$ cat src/rtl/tracker_pkg.sv
// tracker_pkg
//   Shared types and constants for the tracker cell editor.
//   action_e / sel_e encode the edit request fields; ASCII constants and the
//   note-order table define the cell code space; HI_* / LO_* give the VRAM
//   bit positions of the two 7-bit code characters {hi,lo}.
package tracker_pkg;

   typedef enum logic [1:0] {
      ACT_NONE = 2'b00,
      ACT_INC  = 2'b01,
      ACT_DEC  = 2'b10,
      ACT_DEL  = 2'b11
   } action_e;

   typedef enum logic [1:0] {
      SEL_NOTE = 2'b00,
      SEL_OCT  = 2'b01,
      SEL_INST = 2'b10,
      SEL_VOL  = 2'b11
   } sel_e;

   localparam logic [7:0] ASC_0    = 8'h30;
   localparam logic [7:0] ASC_HASH = 8'h23;
   localparam logic [7:0] ASC_A    = 8'h41;
   localparam logic [7:0] ASC_B    = 8'h42;
   localparam logic [7:0] ASC_C    = 8'h43;
   localparam logic [7:0] ASC_D    = 8'h44;
   localparam logic [7:0] ASC_E    = 8'h45;
   localparam logic [7:0] ASC_F    = 8'h46;
   localparam logic [7:0] ASC_G    = 8'h47;

   localparam int HI_MSB = 30;
   localparam int HI_LSB = 24;
   localparam int LO_MSB = 14;
   localparam int LO_LSB = 8;

   localparam int NOTE_CNT = 12;

   // Chromatic order C..B; a natural has lo=00h, a sharp has lo='#'.
   function automatic logic [15:0] note_code(input logic [3:0] idx);
      case (idx)
         4'd0:    note_code = {ASC_C, 8'h00};
         4'd1:    note_code = {ASC_C, ASC_HASH};
         4'd2:    note_code = {ASC_D, 8'h00};
         4'd3:    note_code = {ASC_D, ASC_HASH};
         4'd4:    note_code = {ASC_E, 8'h00};
         4'd5:    note_code = {ASC_F, 8'h00};
         4'd6:    note_code = {ASC_F, ASC_HASH};
         4'd7:    note_code = {ASC_G, 8'h00};
         4'd8:    note_code = {ASC_G, ASC_HASH};
         4'd9:    note_code = {ASC_A, 8'h00};
         4'd10:   note_code = {ASC_A, ASC_HASH};
         4'd11:   note_code = {ASC_B, 8'h00};
         default: note_code = 16'h0000;
      endcase
   endfunction

endpackage

$ cat src/rtl/tracker_cell_edit.sv
// tracker_cell_edit
//   Pure combinational edit of one cell code pair {hi,lo}.
//   action   in  2   none / increment / decrement / delete
//   sel      in  2   note / octave / instrument / volume
//   pair_in  in  16  current {hi,lo} code
//   pair_out out 16  edited code; unrecognised codes come back unchanged
module tracker_cell_edit
   import tracker_pkg::*;
(
   input  logic [1:0]  action,
   input  logic [1:0]  sel,
   input  logic [15:0] pair_in,
   output logic [15:0] pair_out
);

   action_e    act;
   sel_e       fld;
   logic [7:0] hi, lo;
   logic       up;

   assign act = action_e'(action);
   assign fld = sel_e'(sel);
   assign hi  = pair_in[15:8];
   assign lo  = pair_in[7:0];
   assign up  = (act == ACT_INC);

   // single digit fields: octave '0'..'7', instrument '0'..'3'
   logic [7:0] dig_max, dig_nxt;
   logic       dig_ok;
   assign dig_max = (fld == SEL_OCT) ? ASC_0 + 8'd7 : ASC_0 + 8'd3;
   assign dig_ok  = (hi == 8'h00) && (lo >= ASC_0) && (lo <= dig_max);
   assign dig_nxt = up ? ((lo == dig_max) ? ASC_0 : lo + 8'd1)
                       : ((lo == ASC_0) ? dig_max : lo - 8'd1);

   // volume "00".."63": work in binary, then split back into two digits
   logic [7:0] vol_val, vol_nxt;
   logic       vol_ok;
   assign vol_val = (hi - ASC_0) * 8'd10 + (lo - ASC_0);
   assign vol_ok  = (hi >= ASC_0) && (hi <= ASC_0 + 8'd6) &&
                    (lo >= ASC_0) && (lo <= ASC_0 + 8'd9) && (vol_val <= 8'd63);
   assign vol_nxt = up ? ((vol_val == 8'd63) ? 8'd0 : vol_val + 8'd1)
                       : ((vol_val == 8'd0) ? 8'd63 : vol_val - 8'd1);

   // note: locate the code in the chromatic table
   logic [3:0] note_idx, note_nxt;
   logic       note_hit;
   always_comb begin
      note_hit = 1'b0;
      note_idx = 4'd0;
      for (int i = 0; i < NOTE_CNT; i++) begin
         if (pair_in == note_code(4'(i))) begin
            note_hit = 1'b1;
            note_idx = 4'(i);
         end
      end
   end
   assign note_nxt = up ? ((note_idx == 4'd11) ? 4'd0 : note_idx + 4'd1)
                        : ((note_idx == 4'd0) ? 4'd11 : note_idx - 4'd1);

   always_comb begin
      pair_out = pair_in;
      case (act)
         ACT_DEL: pair_out = 16'h0000;
         ACT_INC, ACT_DEC: begin
            case (fld)
               SEL_NOTE:          if (note_hit) pair_out = note_code(note_nxt);
               SEL_OCT, SEL_INST: if (dig_ok)   pair_out = {8'h00, dig_nxt};
               SEL_VOL:           if (vol_ok)   pair_out = {ASC_0 + vol_nxt / 8'd10,
                                                            ASC_0 + vol_nxt % 8'd10};
               default:           pair_out = pair_in;
            endcase
         end
         default: pair_out = pair_in;
      endcase
   end

endmodule

$ cat src/rtl/tracker_edit_sequencer.sv
// tracker_edit_sequencer
//   Read-modify-write sequencer for tracker cell edits on a shared VRAM port.
//   Build option: TRACKER_EDIT_FIFO_EN selects a 4-entry request FIFO
//   instead of the single holding register.
//   axi_aclk, axi_aresetn        clock, async active-low reset
//   req_valid/req_ready          edit request handshake
//   req_addr, req_action, req_sel  target word, action, field
//   bus_req/bus_gnt              AXI-side VRAM port arbitration
//   vram_addr/we/wdata, vram_rdata  sequencer VRAM port
//   done                         one-cycle pulse per completed request
//   busy                         high while not IDLE
module tracker_edit_sequencer
   import tracker_pkg::*;
#(
   parameter int ADDR_W     = 11,
   parameter int READ_LAT   = 2,
   parameter int STARVE_MAX = 8
)(
   input  logic              axi_aclk,
   input  logic              axi_aresetn,
   input  logic              req_valid,
   output logic              req_ready,
   input  logic [ADDR_W-1:0] req_addr,
   input  logic [1:0]        req_action,
   input  logic [1:0]        req_sel,
   input  logic              bus_req,
   output logic              bus_gnt,
   output logic [ADDR_W-1:0] vram_addr,
   output logic              vram_we,
   output logic [31:0]       vram_wdata,
   input  logic [31:0]       vram_rdata,
   output logic              done,
   output logic              busy
);

   localparam int SW = $clog2(STARVE_MAX + 1);

   typedef struct packed {
      logic [ADDR_W-1:0] addr;
      logic [1:0]        action;
      logic [1:0]        sel;
   } req_t;

   typedef enum logic [1:0] {IDLE, RD_REQ, RD_WAIT, WRITE} state_e;

   state_e        state;
   logic          live;          // low until the first clock after reset
   logic          force_slot;
   logic [SW-1:0] starve_cnt;
   logic [1:0]    wait_cnt;
   logic [1:0]    cur_action, cur_sel;

   req_t head;
   logic head_vld, head_rmw, push, pop, go_rd, go_nop;

   assign push     = req_valid && req_ready;
   assign head_rmw = head_vld && (head.action != ACT_NONE);
   assign bus_gnt  = live && bus_req && (state == IDLE) && !force_slot;
   assign go_rd    = (state == IDLE) && head_rmw && !bus_gnt;
   // no-op requests complete straight from IDLE without touching the port
   assign go_nop   = (state == IDLE) && head_vld && (head.action == ACT_NONE);
   assign pop      = go_rd || go_nop;

`ifdef TRACKER_EDIT_FIFO_EN
   req_t       fifo_mem [4];
   logic [1:0] wr_ptr, rd_ptr;
   logic [2:0] fifo_cnt;

   always_ff @(posedge axi_aclk)
      if (push) fifo_mem[wr_ptr] <= {req_addr, req_action, req_sel};

   always_ff @(posedge axi_aclk or negedge axi_aresetn) begin
      if (!axi_aresetn) begin
         wr_ptr   <= '0;
         rd_ptr   <= '0;
         fifo_cnt <= '0;
      end else begin
         if (push) wr_ptr <= wr_ptr + 2'd1;
         if (pop)  rd_ptr <= rd_ptr + 2'd1;
         fifo_cnt <= fifo_cnt + 3'(push) - 3'(pop);
      end
   end

   assign head      = fifo_mem[rd_ptr];
   assign head_vld  = (fifo_cnt != 3'd0);
   assign req_ready = live && (fifo_cnt != 3'd4);
`else
   req_t hold;
   logic held;

   always_ff @(posedge axi_aclk or negedge axi_aresetn) begin
      if (!axi_aresetn) begin
         hold <= '0;
         held <= 1'b0;
      end else if (push) begin
         hold <= {req_addr, req_action, req_sel};
         held <= 1'b1;
      end else if (pop) begin
         held <= 1'b0;
      end
   end

   assign head      = hold;
   assign head_vld  = held;
   assign req_ready = live && (state == IDLE) && !held;
`endif

   always_ff @(posedge axi_aclk or negedge axi_aresetn) begin
      if (!axi_aresetn) begin
         state      <= IDLE;
         live       <= 1'b0;
         done       <= 1'b0;
         busy       <= 1'b0;
         vram_we    <= 1'b0;
         vram_addr  <= '0;
         wait_cnt   <= '0;
         cur_action <= '0;
         cur_sel    <= '0;
         force_slot <= 1'b0;
         starve_cnt <= '0;
      end else begin
         live    <= 1'b1;
         done    <= 1'b0;
         vram_we <= 1'b0;
         case (state)
            IDLE: begin
               if (go_rd) begin
                  state      <= RD_REQ;
                  busy       <= 1'b1;
                  vram_addr  <= head.addr;
                  cur_action <= head.action;
                  cur_sel    <= head.sel;
               end else if (go_nop) begin
                  done <= 1'b1;
               end
            end
            RD_REQ: begin
               // WRITE lands READ_LAT cycles after RD_REQ, when rdata is valid
               if (READ_LAT == 1) begin
                  state   <= WRITE;
                  vram_we <= 1'b1;
                  done    <= 1'b1;
               end else begin
                  state    <= RD_WAIT;
                  wait_cnt <= 2'(READ_LAT - 2);
               end
            end
            RD_WAIT: begin
               if (wait_cnt == 2'd0) begin
                  state   <= WRITE;
                  vram_we <= 1'b1;
                  done    <= 1'b1;
               end else begin
                  wait_cnt <= wait_cnt - 2'd1;
               end
            end
            WRITE: begin
               state <= IDLE;
               busy  <= 1'b0;
            end
            default: state <= IDLE;
         endcase

         // Starvation: after STARVE_MAX straight grant cycles with real work
         // waiting, withhold the grant for one slot.
         if (go_rd)
            force_slot <= 1'b0;
         else if (bus_gnt && head_rmw && (starve_cnt >= SW'(STARVE_MAX - 1)))
            force_slot <= 1'b1;

         if (bus_gnt) begin
            if (starve_cnt != SW'(STARVE_MAX)) starve_cnt <= starve_cnt + SW'(1);
         end else begin
            starve_cnt <= '0;
         end
      end
   end

   // Edit path: rdata is valid during WRITE, so the write data is combinational.
   logic [15:0] pair_in, pair_out;
   logic        pair_unused;
   logic [31:0] edited;

   assign pair_in     = {1'b0, vram_rdata[HI_MSB:HI_LSB], 1'b0, vram_rdata[LO_MSB:LO_LSB]};
   assign pair_unused = pair_out[15] | pair_out[7];

   tracker_cell_edit u_edit (
      .action   (cur_action),
      .sel      (cur_sel),
      .pair_in  (pair_in),
      .pair_out (pair_out)
   );

   always_comb begin
      edited                = vram_rdata;
      edited[HI_MSB:HI_LSB] = pair_out[14:8];
      edited[LO_MSB:LO_LSB] = pair_out[6:0];
   end

   assign vram_wdata = (state == WRITE) ? edited : 32'h0;

endmodule
$ cat config.mk
export PLATFORM = sky130hd
export DESIGN_NAME = tracker_edit_sequencer
export DESIGN_NICKNAME = d
export VERILOG_FILES = /design/src/rtl/tracker_pkg.sv /design/src/rtl/tracker_cell_edit.sv /design/src/rtl/tracker_edit_sequencer.sv
export SDC_FILE = /design/constraint.sdc
export NUM_CORES = 1
export LEC_CHECK = 0
export ABC_AREA = 1
export CORE_ASPECT_RATIO = 0.7
export CORE_MARGIN = 5
export CORE_UTILIZATION = 50
export CTS_CLUSTER_DIAMETER = 120
export CTS_CLUSTER_SIZE = 14
export DETAILED_ROUTE_END_ITERATION = 12
export PLACE_DENSITY = 0.82
export SLEW_MARGIN = 30
export SYNTH_ARGS = -nofsm -noshare
export SYNTH_HDL_FRONTEND = slang
export SYNTH_SLANG_ARGS = --single-unit
$ cat constraint.sdc
create_clock -name axi_aclk -period 11.23 [get_ports axi_aclk]
set_input_delay 2.246 -clock axi_aclk [delete_from_list [all_inputs] [get_ports axi_aclk]]
set_output_delay 2.246 -clock axi_aclk [all_outputs]
set_load 0.05 [all_outputs]
# Yosys cells after proc, flatten, opt, wreduce, memory -nomap -nowiden
# Memories as Yosys holds them, arrays and structs flattened.
# Cells that the tools add are included.
# word_totals
inputBits	51
reg_bits	44
n_memories	1
romBits	112
out_inout_bits	48
# op_classes
mux	57
magnitude_cmp	7
eq_ne	30
reduce_logical	41
n_div	2
add_sub_neg	13
n_mul	1
# memory_table
name	depth	word_bits	rd	rd_ports_with_merged_regs	write_ports	line_no	source
(name not given)	16	7	1	0	0	tracker_pkg.sv:41	case (idx)
# ops
cell	count
== test 14 bit, second input constant	12
two-way mux 8 bit	6
two-way mux 15 bit	3
case mux 15 bit (3 select lines)	1
two-way mux 4 bit	9
two-way mux 32 bit	1
case mux 15 bit (2 select lines)	1
two-way mux 1 bit	22
logical AND 1 bit	19
logical NOT 8 bit	2
subtractor 7 x 6 -> 8 bit, second input constant	2
two-way mux 3 bit	5
greater-or-equal comparator 7 x 6 -> 1 bit, second input constant	2
less-or-equal comparator 7 x 6 -> 1 bit, second input constant	2
== test 2 bit, second input constant	6
two-way mux 2 bit	5
nonzero test 2 bit	5
adder 4 x 1 -> 4 bit, second input constant	2
adder 6 x 8 -> 8 bit, first input constant	1
adder 7 x 1 -> 8 bit, second input constant	1
adder 8 x 1 -> 8 bit, second input constant	1
adder 8 bit	1
divider 8 x 4 -> 8 bit, second input constant	1
== test 7 x 8 -> 1 bit	1
other kinds (26)	40

# Depth between registers and ports, before layout
# An unclocked memory read counts as a cell.
# depth
word_depth	20
depth_mapped	52
ltp_nobuf	52

# By module
# Synthesis repeated with hierarchy kept, for this count alone.
# hier_totals
hier_cells	856
area_unflattened_um2	5368.9
# by_module_without_submodules
mod	cells_per_inst	area_each_um2	seq_area_each_um2	instances
tracker_cell_edit	584	3160.5	0.0	1
tracker_edit_sequencer	272	2208.4	1101.1	1

# Worst setup path before layout
# OpenSTA, ideal clock, no wires.
# synth_path
path_type	input -> output
startpoint	input port vram_rdata[28]
endpoint	output port vram_wdata[13]
cell_stages	47
t_arrival_ns	9.012
n_path_buf	0
slack_ns	-0.028
cell_sequence	inv_1 > ha_1 > ha_1 > ha_1 > xnor2_1 > ha_1 > inv_1 > ha_1 > a21oi_1 > nand2_1 > nor2b_2 > nand3_2 > nand2_2 > nand3_2 > nand2_1 > nand2_1 > nand2_2 > inv_2 > [11 not listed] > ha_1 > nand3_1 > nand3b_1 > nand3_4 > nand2_1 > nand2_1 > inv_1 > ha_1 > o21ai_0 > nand3_1 > or2_2 > nand3_1 > ha_1 > nand2_1 > nand3_1 > o211ai_1 > a21oi_1 > a211oi_1
# synth_via
elab_chain_len	20
elab_cells_between_ends	71
classes_between	add/sub: 7; mul: 1; div: 1; order compare: 3; eq/ne: 14; mux: 35; reduce/logical: 9; memory: 1
# synth_lines
element	line_no	source
start: declaration	tracker_edit_sequencer.sv:31	input logic [31:0] vram_rdata,
branches (longest 17 deep; another with subtractor 7 x 6 -> 8 bit)	-	
case mux 15 bit (3 select lines) (*)	tracker_cell_edit.sv:65	case (fld)
case mux 15 bit (2 select lines) (*)	tracker_cell_edit.sv:62	case (act)
two-way mux 32 bit (*)	tracker_edit_sequencer.sv:200	assign vram_wdata = (state == WRITE) ? edited : 32'h0;
end: declaration	tracker_edit_sequencer.sv:30	output logic [31:0] vram_wdata,
# Every way passes the cells marked *.

# Final worst setup path
# Same ends and word-level chain as after synthesis.

==> summary.txt <==
status -> finished clean
Iteration-0 DRC Markers -> 560
largest net degree at the start of global routing -> 45
diode count -> 0
share of layout cells above drive strength 1 -> 15.9%
post-synthesis instance area -> 0.00497 sq mm
fmax -> 91.2 MHz
grt met3 use -> 5.71%
total core area -> 0.00968 sq mm
HPWL Detailed -> 12000 um
Synth Instances -> 767
Hold Path Cell Cnt -> 2
Finished Core Util -> 70.3%
root buf cell -> clkbuf_16
drt wl/cell -> 15.6 um
total CTS buffers -> 5
DR pass1 iterations -> 7
Hold WC Path Type -> reg -> reg
Tightest Pin Transition -> 0.836 ns
Register-to-Register Setup Slack -> 8.64 ns
Die Wd -> 129 um
drt via density -> 5.67
CP Capture Type -> primary output
Initial Utilization -> 51.3%
grt met1 use -> 32.6%
antenna-violating nets left -> 0
first-pass GRT wire length -> 25700 um
FFs w/ async S/R, synth -> 100%
CP Launch Type -> primary input
placed cell areas -> 0.00629 sq mm
CP max FO -> 4
max-cap viol count -> 0
Place WS -> -0.325 ns
CTS tree -> built
filler instances -> 751
IO buf count -> 98
fin. max-slew vios -> 0
gr ovfl total -> 0
Critical path buffers and inverters -> 8
#FFs+latches synth -> 44
post-synthesis sequential area ratio -> 22.2%
R2R cell count -> 7
multi-input logic area -> 0.00350 sq mm
routed vias -> 5785
Max H-tree Level -> 2
period utilization -> 97.7%
Clock Skews -> 0.00319 ns
CP arrival -> 8.72 ns
worst skew pair latency -> 0.29 ns
residual DRC count -> 0
Unique masters post-synth -> 45
Top-Level Pins -> 99
worst setup margin -> 0.261 ns
crit-path max cell delay -> 0.30 ns
routability congestion estimate -> 0.964
cell mode on critical path -> nand2_2
reg-to-reg endpoint -> cur_action[0]
Hold Vio Cnt, Final -> 0
Mapped Avg Cell Area -> 6.48 sq um
WP data required -> 8.98 ns
Die Y -> 93.4 um
CP Class -> in -> out
Post-synth EDFFs -> 0
GR peak layer -> met2
Syn-to-layout area delta -> 37.1%
antenna violations before repair -> 0
Site Rows -> 30
DRT Wirelength -> 15900 um
Clock transition at path regs -> 0.06 ns
vias in the first global route -> 5564
NumNets Final -> 991
WHS Endpoint -> vram_addr[4]
Hold Startpoint -> head[8]
Top delay family on crit path -> simple AND/OR/NAND/NOR gates
Slowest-stage cell, CP -> a211oi_2
Tmin final -> 10.97 ns
# setup viols final -> 0
Register Area -> 0.00110 sq mm
die area -> 0.0121 sq mm
Worst R2R Start -> state[0]
GRT Total Usage -> 25.6%
predominant post-synthesis flop cell -> dfrtp_1
Finished Cell Area -> 0.00681 sq mm
CTS max path bufs -> 2
warnings from Yosys -> 0
Rel. slew slack -> 44.1%
clock tree sinks -> 44
GR Util met2 -> 44.3%
Hold Slack -> 0.467 ns
syn nets -> 867
-- cells in the mapped netlist, types with 7 or more instances --
cell        n  share of area (%)
o211ai_1   12                1.8
dfrtp_1    44                 22
nand3_1    60                6.0
inv_1     134                 10
a211oi_1    8                1.2
a31oi_1     7               0.88
a21oi_1    52                5.2
nand2_2    10                1.3
nand4_1     9                1.1
xor2_1      7                1.2
inv_2       7               0.53
nor2_1     52                3.9
nand3_2     7                1.4
ha_1       47                 12
nand2_1   174                 13
mux2_2      9                2.0
o21ai_0    51                5.1
clkbuf_1   15                1.1
-- metrics by stage --
stage | TNS, ns | cells
3_5_place_dp | -0.538 | 999
2_1_floorplan | 0 | 767
6_report | 0 | 1020
5_1_grt | -0.245 | 1020
3_3_place_gp | 0 | 999
4_1_cts | 0 | 1010
-- state kept, by name, indices dropped and copies added (netlist names), 2 cells and up --
signal      count
cur_sel         2
cur_action      2
vram_addr      11
state           2
wait_cnt        2
starve_cnt      4
head           15
-- worst max-delay path by stage --
stage / slack (ns) / to / cells past startpoint / start
after global placement: 0.03 / vram_wdata[13] / 47 / vram_rdata[28]
after detailed placement: -0.32 / vram_wdata[13] / 47 / vram_rdata[28]
final: 0.26 / vram_wdata[13] / 50 / vram_rdata[28]
after floorplan: 0.44 / vram_wdata[14] / 48 / vram_rdata[28]
after CTS: 0.007 / vram_wdata[13] / 50 / vram_rdata[27]
after global routing: -0.19 / vram_wdata[13] / 50 / vram_rdata[28]
-- area by class of cell --
type	instances	share of cell area, %
clock buffers	6	1.89
clock inverters	2	0.514
inverters	145	7.99
multi-input cells	560	51.4
flip-flops and latches	44	16.2
well taps	128	2.35
repair buffers	135	19.7
-- metal layers --
layer	part of all wire [%]	wire length (um)
met1	40	6360
met2	49	7810
met3	9.7	1550
met4	1.2	195
met5	0	0
-- repair_timing --
item | 4_1_cts | 5_1_grt
setup buffers | 3 | 10
pin swaps | 17 | 27
resized for setup | 21 | 36
hold buffers | 0 | 0
cloned | 0 | 0
setup endpoints to repair | 2 | 2
-- placed cells by master, fill, tap and decap left out, types with 6 or more instances in the layout --
cell type / netlist / final
ha_1: 47 / 36
nand3_1: 60 / 53
a31oi_1: 7 / 7
nand2_2: 10 / 19
xor2_1: 7 / 7
buf_12: 0 / 6
clkdlybuf4s50_1: 0 / 83
inv_2: 7 / 14
nand3_2: 7 / 12
o211ai_1: 12 / 12
o21ai_0: 51 / 50
buf_4: 0 / 39
a21oi_1: 52 / 50
dfrtp_1: 44 / 44
nor2_1: 52 / 52
inv_1: 134 / 127
nand4_1: 9 / 9
nand2_1: 174 / 163
mux2_2: 9 / 9
a211oi_1: 8 / 7
ha_4: 0 / 9
clkbuf_16: 0 / 6
-- worst min-delay path, delay by kind of cell (launching register included) --
kind          cells  cell delay [ns]
flops             1             0.34
simple gates      2             0.10
-- cell families after synthesis --
logic type | synth area share, %
AOI/OAI and AO/OA | 17.4
xor gates and xnor gates | 2.62
adders and majority gates | 12.6
buffers and inverters | 12.3
DFF | 22.2
muxes | 2.04
other | 0.0755
and+or+nand+nor | 30.7
Power is not shown: default switching activity piles up to over one toggle a cycle in this logic, so the estimate is an artifact.
